==> config.mk <==
export PLATFORM = sky130hd
export DESIGN_NAME = sec_key_reader
export DESIGN_NICKNAME = d
export VERILOG_FILES = /design/src/rtl/sec_key_pkg.sv /design/src/rtl/sec_strobe_gen.sv /design/src/rtl/sec_key_reader.sv
export SDC_FILE = /design/constraint.sdc
export NUM_CORES = 1
export LEC_CHECK = 0
export BUFFER_PORTS_ARGS = -buffer_cell sky130_fd_sc_hd__buf_4
export CAP_MARGIN = 20
export CELL_PAD_IN_SITES_DETAIL_PLACEMENT = 1
export CELL_PAD_IN_SITES_GLOBAL_PLACEMENT = 1
export CORE_ASPECT_RATIO = 0.5
export CORE_MARGIN = 5
export CORE_UTILIZATION = 30
export DETAILED_ROUTE_END_ITERATION = 12
export PLACE_DENSITY = 0.65
export SYNTH_ARGS = -nofsm -noshare
export SYNTH_HDL_FRONTEND = slang
export SYNTH_SLANG_ARGS = --single-unit
==> constraint.sdc <==
create_clock -name clk -period 4.4 [get_ports clk]
set_input_delay 0.88 -clock clk [delete_from_list [all_inputs] [get_ports clk]]
set_output_delay 0.88 -clock clk [all_outputs]
set_load 0.05 [all_outputs]
==> src/rtl/sec_key_pkg.sv <==
// Shared types and constants for the serial security-device key reader.
// The device window is BA13=0, BA12=1; key bits are read with nibble 0 on BA7..BA4.
package sec_key_pkg;

    localparam logic       WIN_BA13  = 1'b0;
    localparam logic       WIN_BA12  = 1'b1;
    localparam logic [3:0] RD_NIBBLE = 4'h0;

    typedef enum logic [2:0] {
        StIdle,
        StReq,
        StCmdStb,
        StCmdGap,
        StRdStb,
        StRdGap,
        StFin
    } state_e;

endpackage

==> src/rtl/sec_strobe_gen.sv <==
// Strobe timing for the device select line: registered sser_n, last-cycle sample pulse
// and gap-complete pulse. The cycle counter restarts whenever a strobe phase is entered.
module sec_strobe_gen #(
    parameter int unsigned STB_CYC = 2
) (
    input  logic clk_i,
    input  logic rst_i,
    input  logic stb_next_i,
    input  logic stb_i,
    input  logic gap_i,
    output logic sser_n_o,
    output logic last_o,
    output logic gap_done_o
);
    localparam int unsigned CntW = $clog2(STB_CYC + 1);

    logic [CntW-1:0] cnt_q, cnt_d;
    logic            sser_n_q, sser_n_d;

    always_comb begin
        cnt_d    = stb_i ? cnt_q + CntW'(1) : '0;
        // Driven from the next state so the pin is a flop yet tracks the FSM exactly.
        sser_n_d = ~stb_next_i;
    end

    always_ff @(posedge clk_i or posedge rst_i) begin
        if (rst_i) begin
            cnt_q    <= '0;
            sser_n_q <= 1'b1;
        end else begin
            cnt_q    <= cnt_d;
            sser_n_q <= sser_n_d;
        end
    end

    assign sser_n_o   = sser_n_q;
    assign last_o     = stb_i && (cnt_q == CntW'(STB_CYC - 1));
    assign gap_done_o = gap_i;

endmodule

==> src/rtl/sec_key_reader.sv <==
// Host-side sequencer: wins the shared bus, clocks the device unlock sequence with
// address-coded strobes, then shifts in the key one SDRD sample per read strobe.
module sec_key_reader
    import sec_key_pkg::*;
#(
    parameter int unsigned KEY_BITS = 32,
    parameter int unsigned CMD_LEN  = 4,
    parameter int unsigned STB_CYC  = 2
) (
    input  logic                  clk,
    input  logic                  rst,
    input  logic                  start,
    input  logic [4*CMD_LEN-1:0]  cmd_seq,
    output logic                  busy,
    output logic                  done,
    output logic                  err,
    output logic [KEY_BITS-1:0]   key_out,
    output logic                  bus_req,
    input  logic                  bus_gnt,
    output logic [5:0]            ba,
    output logic                  br_w,
    output logic                  sser_n,
    input  logic                  sdrd
);
    localparam int unsigned IdxW = (CMD_LEN > 1) ? $clog2(CMD_LEN) : 1;
    localparam int unsigned BitW = $clog2(KEY_BITS + 1);

    state_e              state_q, state_d;
    logic [IdxW-1:0]     cmd_idx_q, cmd_idx_d;
    logic [BitW-1:0]     bit_cnt_q, bit_cnt_d;
    logic [KEY_BITS-1:0] key_q, key_d;
    logic                err_q, err_d;
    logic                busy_q, busy_d;
    logic                done_q, done_d;
    logic                bus_req_q, bus_req_d;
    logic [5:0]          ba_q, ba_d;
    logic                stb_last, gap_done;

    always_comb begin
        state_d   = state_q;
        cmd_idx_d = cmd_idx_q;
        bit_cnt_d = bit_cnt_q;
        key_d     = key_q;
        err_d     = err_q;

        unique case (state_q)
            StIdle: begin
                if (start) begin
                    state_d = StReq;
                    key_d   = '0;
                    err_d   = 1'b0;
                end
            end
            StReq: begin
                if (bus_gnt) begin
                    state_d   = StCmdStb;
                    cmd_idx_d = '0;
                end
            end
            StCmdStb, StCmdGap, StRdStb, StRdGap: begin
                // Grant loss wins over everything, including a pending sample.
                if (!bus_gnt) begin
                    state_d = StFin;
                    err_d   = 1'b1;
                end else if (state_q == StCmdStb) begin
                    if (stb_last) state_d = StCmdGap;
                end else if (state_q == StCmdGap) begin
                    if (gap_done) begin
                        if (cmd_idx_q == IdxW'(CMD_LEN - 1)) begin
                            state_d   = StRdStb;
                            bit_cnt_d = '0;
                        end else begin
                            state_d   = StCmdStb;
                            cmd_idx_d = cmd_idx_q + IdxW'(1);
                        end
                    end
                end else if (state_q == StRdStb) begin
                    if (stb_last) begin
                        state_d   = StRdGap;
                        key_d     = {key_q[KEY_BITS-2:0], sdrd};
                        bit_cnt_d = bit_cnt_q + BitW'(1);
                    end
                end else begin
                    if (gap_done) begin
                        state_d = (bit_cnt_q == BitW'(KEY_BITS)) ? StFin : StRdStb;
                    end
                end
            end
            StFin:   state_d = StIdle;
            default: state_d = StIdle;
        endcase
    end

    always_comb begin
        busy_d    = (state_d != StIdle);
        done_d    = (state_d == StFin);
        bus_req_d = 1'b0;
        ba_d      = '0;
        unique case (state_d)
            StReq: bus_req_d = 1'b1;
            StCmdStb, StCmdGap: begin
                bus_req_d = 1'b1;
                ba_d      = {WIN_BA13, WIN_BA12, cmd_seq[{cmd_idx_d, 2'b00} +: 4]};
            end
            StRdStb, StRdGap: begin
                bus_req_d = 1'b1;
                ba_d      = {WIN_BA13, WIN_BA12, RD_NIBBLE};
            end
            default: ;
        endcase
    end

    always_ff @(posedge clk or posedge rst) begin
        if (rst) begin
            state_q   <= StIdle;
            cmd_idx_q <= '0;
            bit_cnt_q <= '0;
            key_q     <= '0;
            err_q     <= 1'b0;
            busy_q    <= 1'b0;
            done_q    <= 1'b0;
            bus_req_q <= 1'b0;
            ba_q      <= '0;
        end else begin
            state_q   <= state_d;
            cmd_idx_q <= cmd_idx_d;
            bit_cnt_q <= bit_cnt_d;
            key_q     <= key_d;
            err_q     <= err_d;
            busy_q    <= busy_d;
            done_q    <= done_d;
            bus_req_q <= bus_req_d;
            ba_q      <= ba_d;
        end
    end

    sec_strobe_gen #(
        .STB_CYC (STB_CYC)
    ) u_strobe (
        .clk_i      (clk),
        .rst_i      (rst),
        .stb_next_i (state_d == StCmdStb || state_d == StRdStb),
        .stb_i      (state_q == StCmdStb || state_q == StRdStb),
        .gap_i      (state_q == StCmdGap || state_q == StRdGap),
        .sser_n_o   (sser_n),
        .last_o     (stb_last),
        .gap_done_o (gap_done)
    );

    assign busy    = busy_q;
    assign done    = done_q;
    assign err     = err_q;
    assign key_out = key_q;
    assign bus_req = bus_req_q;
    assign ba      = ba_q;
    assign br_w    = 1'b1;

endmodule

; After elaboration in Yosys (flattened, before gate mapping)
; Index checks and enable logic that the tools add are counted.
[op_classes]
n_lt_le_gt_ge = 0
n_addsub = 3
div_mod_pow = 0
n_reduce_logical = 16
mul = 0
eq_ne = 23
n_bitwise = 2
mux = 38
shift = 1
[op_table]
columns = cell, count
row1 = 32-bit two-way mux, 6
row2 = 32-bit case mux with 2 select lines, 1
row3 = 3-bit two-way mux, 11
row4 = 6-bit two-way mux, 5
row5 = "2-bit inequality test, second input constant", 9
row6 = 2-bit two-way mux, 8
row7 = 16-bit by 5-bit variable part select with 4-bit output, 1
row8 = "3-bit equality test, second input constant", 5
row9 = 7-bit AND reduction, 2
row10 = "3-bit by 2-bit equality test with 1-bit output, second input constant", 4
row11 = 5-bit case mux with 2 select lines, 1
row12 = 3-bit case mux with 3 select lines, 1
row13 = "6-bit by 1-bit adder with 6-bit output, second input constant", 1
row14 = "3-bit by 1-bit equality test with 1-bit output, second input constant", 2
row15 = "6-bit equality test, second input constant", 1
row16 = 2-bit nonzero test, 3
row17 = 5-bit OR reduction, 1
row18 = "2-bit by 1-bit adder with 2-bit output, second input constant", 2
row19 = 2-bit case mux with 2 select lines, 1
row20 = 2-bit OR reduction, 2
row21 = 4-bit OR reduction, 1
row22 = 3-bit zero test, 1
row23 = 1-bit logical OR, 3
row24 = 1-bit two-way mux, 3
row25 = other kinds (7), 8
[totals]
input_bits = 21
regBits = 56
output_inout_bits = 44
n_memories = 0
mem_bits_ro = 0
latchBits = 0
ramBits = 0

; Depth between registers and ports, before layout
[logic_depth]
depth_word = 12
ltp_mapped = 9

; Hierarchy
; Synthesis repeated with hierarchy kept, for this count alone.
[hier_totals]
hier_cells = 278
hier_area_um2 = 2751.4
[modules_own_cells]
columns = mod, seq_area_each_um2, area_each_um2, cells_each, n_inst
row1 = sec_key_reader, 1301.2, 2610.0, 267, 1
row2 = sec_strobe_gen, 76.3, 141.4, 11, 1

; Worst setup path after synthesis
; Ideal clock, no wire load.
[synth_timing]
path_kind = input to register
from = in bus_gnt
to = reg ba_q[2] (netlist: ba[2])
arrival_time_ns = 2.158
required_ns = 4.306
path_stages = 8
setup_slack_ns = 2.148
setup_ns = 0.094
cell_sequence = clkbuf_1 nand2_1 mux2i_1 nand2_1 ha_1 inv_1 nand2_1 a211oi_1
[synth_between]
elab_chain_len = 5
word_cells_on_any_way = 14
[synth_rtl]
columns = item, line
row1 = "start, declared", sec_key_reader.sv:19  ; input logic bus_gnt,
row2 = branches (longest 4 deep; another with 16-bit by 5-bit variable part select with 4-bit output), --
row3 = 5-bit case mux with 2 select lines *, sec_key_reader.sv:99  ; unique case (state_d)
row4 = net ba_d[2], sec_key_reader.sv:36  ; logic [5:0] ba_q, ba_d;
row5 = "end signal, assigned", sec_key_reader.sv:123  ; ba_q <= '0;
row6 = "end signal, assigned", sec_key_reader.sv:133  ; ba_q <= ba_d;
row7 = "end, declared", sec_key_reader.sv:36
; Mark *: on every way through the listed nets, which the timed path passes.
; A chain may end at the register's enable or synchronous reset.

; Final worst setup path
[layout_timing]
from = in bus_gnt
to = reg key_q[13] (netlist: key_out[13])
[layout_between]
elab_chain_len = 2
[layout_rtl]
columns = item, line
row1 = 2-bit inequality test (no line), --
row2 = 7-bit AND reduction (no line), --
row3 = "end signal, assigned", sec_key_reader.sv:128  ; key_q <= key_d;
row4 = "end, declared", sec_key_reader.sv:31  ; logic [KEY_BITS-1:0] key_q, key_d;
; No other way between the ends.

==> results.py <==
metrics = {
    "pwr": {
        "p_comb_share_pct": 42.7,
        "p_int_uw": 1183,
        "cellLeakagePower_uw": 0.001593,
        "p_clk_share_pct": 21.6,
        "peakVddDrop_mv": 0.2179,
        "power.switching_uw": 879.0,
        "seq_power_share_pct": 35.6,
        "powerDensity_nw_per_um2": 611.5,
        "p_sw_share_pct": 42.63,
    },
    "worst_setup_path": {
        "worst_r2r_endpoint": "key_out[13]$_DFFE_PP0P_",
        "r2r_start": "u_strobe.cnt_q[0]$_DFF_PP0_",
        "start_kind": "input port",
        "regToRegSetupSlack_ns": 2.10,
        "crit_fanout": 40,
        "path_class": "in2reg",
        "cp_data_required_time_ns": 4.62,
        "r2r_cells": 6,
        "arrival_ns": 2.57,
        "worst_setup_path_end_kind": "flip-flop",
    },
    "die": {
        "rows": 24,
        "dieArea_um2": 10920,
        "io_pins": 65,
        "core-area_um2": 8648,
        "fp.dieH_um": 76.45,
        "start_util_pct": 30.63,
        "dieWidth_um": 142.9,
    },
    "drt": {
        "vias": 2183,
        "viasPerCell": 4.808,
        "dr.pass1.iters": 5,
        "drt-total-wl_um": 6692,
        "drc": 0,
        "drt.antenna.violating_nets": 0,
        "drt_iter0_markers": 142,
        "avgRoutedWirePerCell_um": 14.74,
    },
    "place": {
        "placed_area_um2": 3209,
        "dp_hpwl_um": 4844,
        "finalWeightedCongestion": 0.7586,
        "portBuffers": 62,
    },
    "timing": {
        "max_freq_mhz": 425.7,
        "slew_headroom_pct": 39.50,
        "setup_tns_ns": 0,
        "hold_viol": 0,
        "slew_viol_final": 0,
        "setup_viol": 0,
        "min_period_over_period_pct": 53.39,
        "fin_worst_skew_ns": 0.006206,
        "worst_slew_pin_slew_ns": 0.9041,
        "period_minus_slack_ns": 2.349,
        "grt_setup_unrepaired": "no",
    },
    "clock_tree": {
        "cts_tree": "built",
        "insertion_delay_ns": 0.29,
        "clk_pin_slew_worst_paths_ns": 0.07,
        "cts_sinks": 55,
        "clk_path_buf_depth": 2,
        "post_cts_buffers": 0,
        "htree_levels": 2,
        "clock_tree.root_cell": "clkbuf_16",
        "ctsResizeCount": 0,
        "hold_buffers": 0,
        "cts_buffers": 5,
    },
    "yosys": {
        "synthMuxAreaShare_pct": 3.259,
        "synth_area_leader_cell": "dfrtp_1",
        "synth_cell_types": 49,
        "synth.area.top_cells": "dfrtp_1 (51%), nand2_1 (10%), o21ai_1 (6.0%)",
        "synth_nets": 307,
        "synthSimpleGateAreaFrac_pct": 21.63,
        "synth-adder-area-share_pct": 2.362,
        "yosys.area.top_type_share_pct": 51.02,
        "synth_xor_area_share_pct": 0,
        "synth_top_family_by_area": "simple AND/OR/NAND/NOR gates",
        "synthCells": 281,
        "ys_seq_area_share_pct": 52.01,
        "synth.avg_cell_area_um2": 9.426,
        "synth_compound_area_share_pct": 14.79,
        "synth_edf_count": 0,
        "synth_top_flop_cell": "dfrtp_1",
        "ys_ff_latch": 55,
        "synth_warnings": 0,
        "synth_area_um2": 2649,
        "async_flop_share_pct": 100.0,
    },
    "flow_run": {
        "cap_violations": 0,
    },
    "finish": {
        "final_nets": 362,
        "n_antenna_cell": 0,
        "design_area_um2": 3372,
        "drive_gt1_share_pct": 25.22,
        "area_growth_pct": 27.30,
        "n_fill_cell": 992,
        "final_util_pct": 38.99,
    },
    "run_status": {
        "status": "completed",
    },
    "grt": {
        "grt_overflow": 0,
        "track_usage_pct": 12.22,
        "grt_pass1_vias": 2220,
        "grt_max_degree": 43,
        "antenna_found_initial": 0,
        "grt_pass1_wl_um": 11030,
    },
    "min_path": {
        "hold_class": "reg2reg",
        "min_from": "u_strobe.cnt_q[0]$_DFF_PP0_",
        "holdPathEnd": "u_strobe.cnt_q[0]$_DFF_PP0_",
        "hold_path_depth": 1,
    },
}
## how the worst max path moves through the flow
stage	start	to	slack (ns)	cells past startpoint
floorplan	bus_gnt	ba[2]$_DFF_PP0_	2.15	8
global placement	bus_gnt	key_out[7]$_DFFE_PP0P_	1.84	5
detailed placement	bus_gnt	key_out[4]$_DFFE_PP0P_	1.73	6
CTS	bus_gnt	key_out[4]$_DFFE_PP0P_	2.03	6
global route	bus_gnt	key_out[4]$_DFFE_PP0P_	1.88	6
finish	bus_gnt	key_out[13]$_DFFE_PP0P_	2.05	6
## state kept, by name (all words and copies together) (netlist names)
| register | flops |
|---|---|
| u_strobe.cnt_q | 2 |
| bus_req | 1 |
| bit_cnt_q | 6 |
| err | 1 |
| done | 1 |
| u_strobe.sser_n_o | 1 |
| state_q | 3 |
| key_out | 32 |
| ba | 5 |
| cmd_idx_q | 2 |
| busy | 1 |
## area by class of cell
type	instances	area [um^2]	area share, %
clock buffer	7	132.6	3.933
multi-input combinational	194	1129	33.47
timing repair buffer	65	500.5	14.84
sequential	55	1378	40.85
inverter	15	56.30	1.670
tap	117	146.4	4.341
clock inverter	1	30.03	0.8905
## cells by family (layout without fill, tap and decap cells)
logic type,count (synthesis),after routing
compound gates,62,62
mux,8,8
other cells,2,2
simple gates,117,117
flops,55,55
fa+ha+maj,5,5
buf+inv,32,88
## cells in the final DEF, fill, tap and decap left out, types with 2 or more instances in the layout
cell	netlist	layout
nand2_1	73	73
buf_4	2	64
dfrtp_1	54	54
o21ai_1	32	32
inv_1	14	13
nor2_1	8	8
a21oi_1	7	7
mux2i_1	6	6
ha_1	5	5
clkbuf_16	0	5
and2b_4	4	4
nand2b_1	4	4
nand3_1	4	4
nor3b_1	3	3
a222oi_1	3	3
a211oi_1	3	3
nand4_1	3	3
o31ai_1	3	3
or4_1	3	3
and3_1	2	2
nor2b_1	2	2
o21ai_0	2	2
inv_2	1	2
a21o_1	2	2
o211ai_1	2	2
and2_1	2	2
conb_1	2	2
clkbuf_1	7	2
## power groups by stage
stage	registers (uW)	clock network, uW	logic, uW
2_1_floorplan	850	0	552
3_3_place_gp	736	0	850
3_5_place_dp	744	0	886
4_1_cts	734	460	890
5_1_grt	756	478	957
6_report	734	446	881
## worst max-delay path, stage by stage
cell     delay [ns]
buf_4          0.16
and3_1         0.20
o21ai_4        0.72
buf_4          0.40
nand2_1        0.10
o21ai_1        0.09
## routing by layer
| layer | part of all wire (%) | GRT usage (%) |
|---|---|---|
| met1 | 45 | 15.26 |
| met2 | 49 | 20.97 |
| met3 | 4.1 | 2.759 |
| met4 | 1.5 | 3.795 |
| met5 | 0 | 0 |
## per-stage QoR
| step | setup WS [ns] | hold slack (ns) | cells | total power, uW |
|---|---|---|---|---|
| 2_1_floorplan | 2.148 | 0.4139 | 281 | 1402 |
| 3_3_place_gp | 1.841 | 0.4248 | 445 | 1586 |
| 3_5_place_dp | 1.734 | 0.4395 | 446 | 1629 |
| 4_1_cts | 2.033 | 0.4487 | 454 | 2085 |
| 5_1_grt | 1.883 | 0.4753 | 454 | 2191 |
| 6_report | 2.051 | 0.4423 | 454 | 2062 |
## synth_stat cells, types with 2 or more instances
cell type and count:
ha_1 5, nor2_1 8, nor2b_1 2, o21ai_0 2
and2b_4 4, buf_6 2, conb_1 2, nand3_1 4
dfrtp_1 54, or4_1 3, a21o_1 2, inv_1 14
nand4_1 3, nor3b_1 3, buf_2 6, and2_1 2
a222oi_1 3, and3_1 2, a21oi_1 7, mux2i_1 6
o211ai_1 2, a211oi_1 3, o21ai_1 32, buf_4 2
o31ai_1 3, clkbuf_1 7, nand2_1 73, nand2b_1 4
No activity file was read; power rests on OpenSTA's default activity.
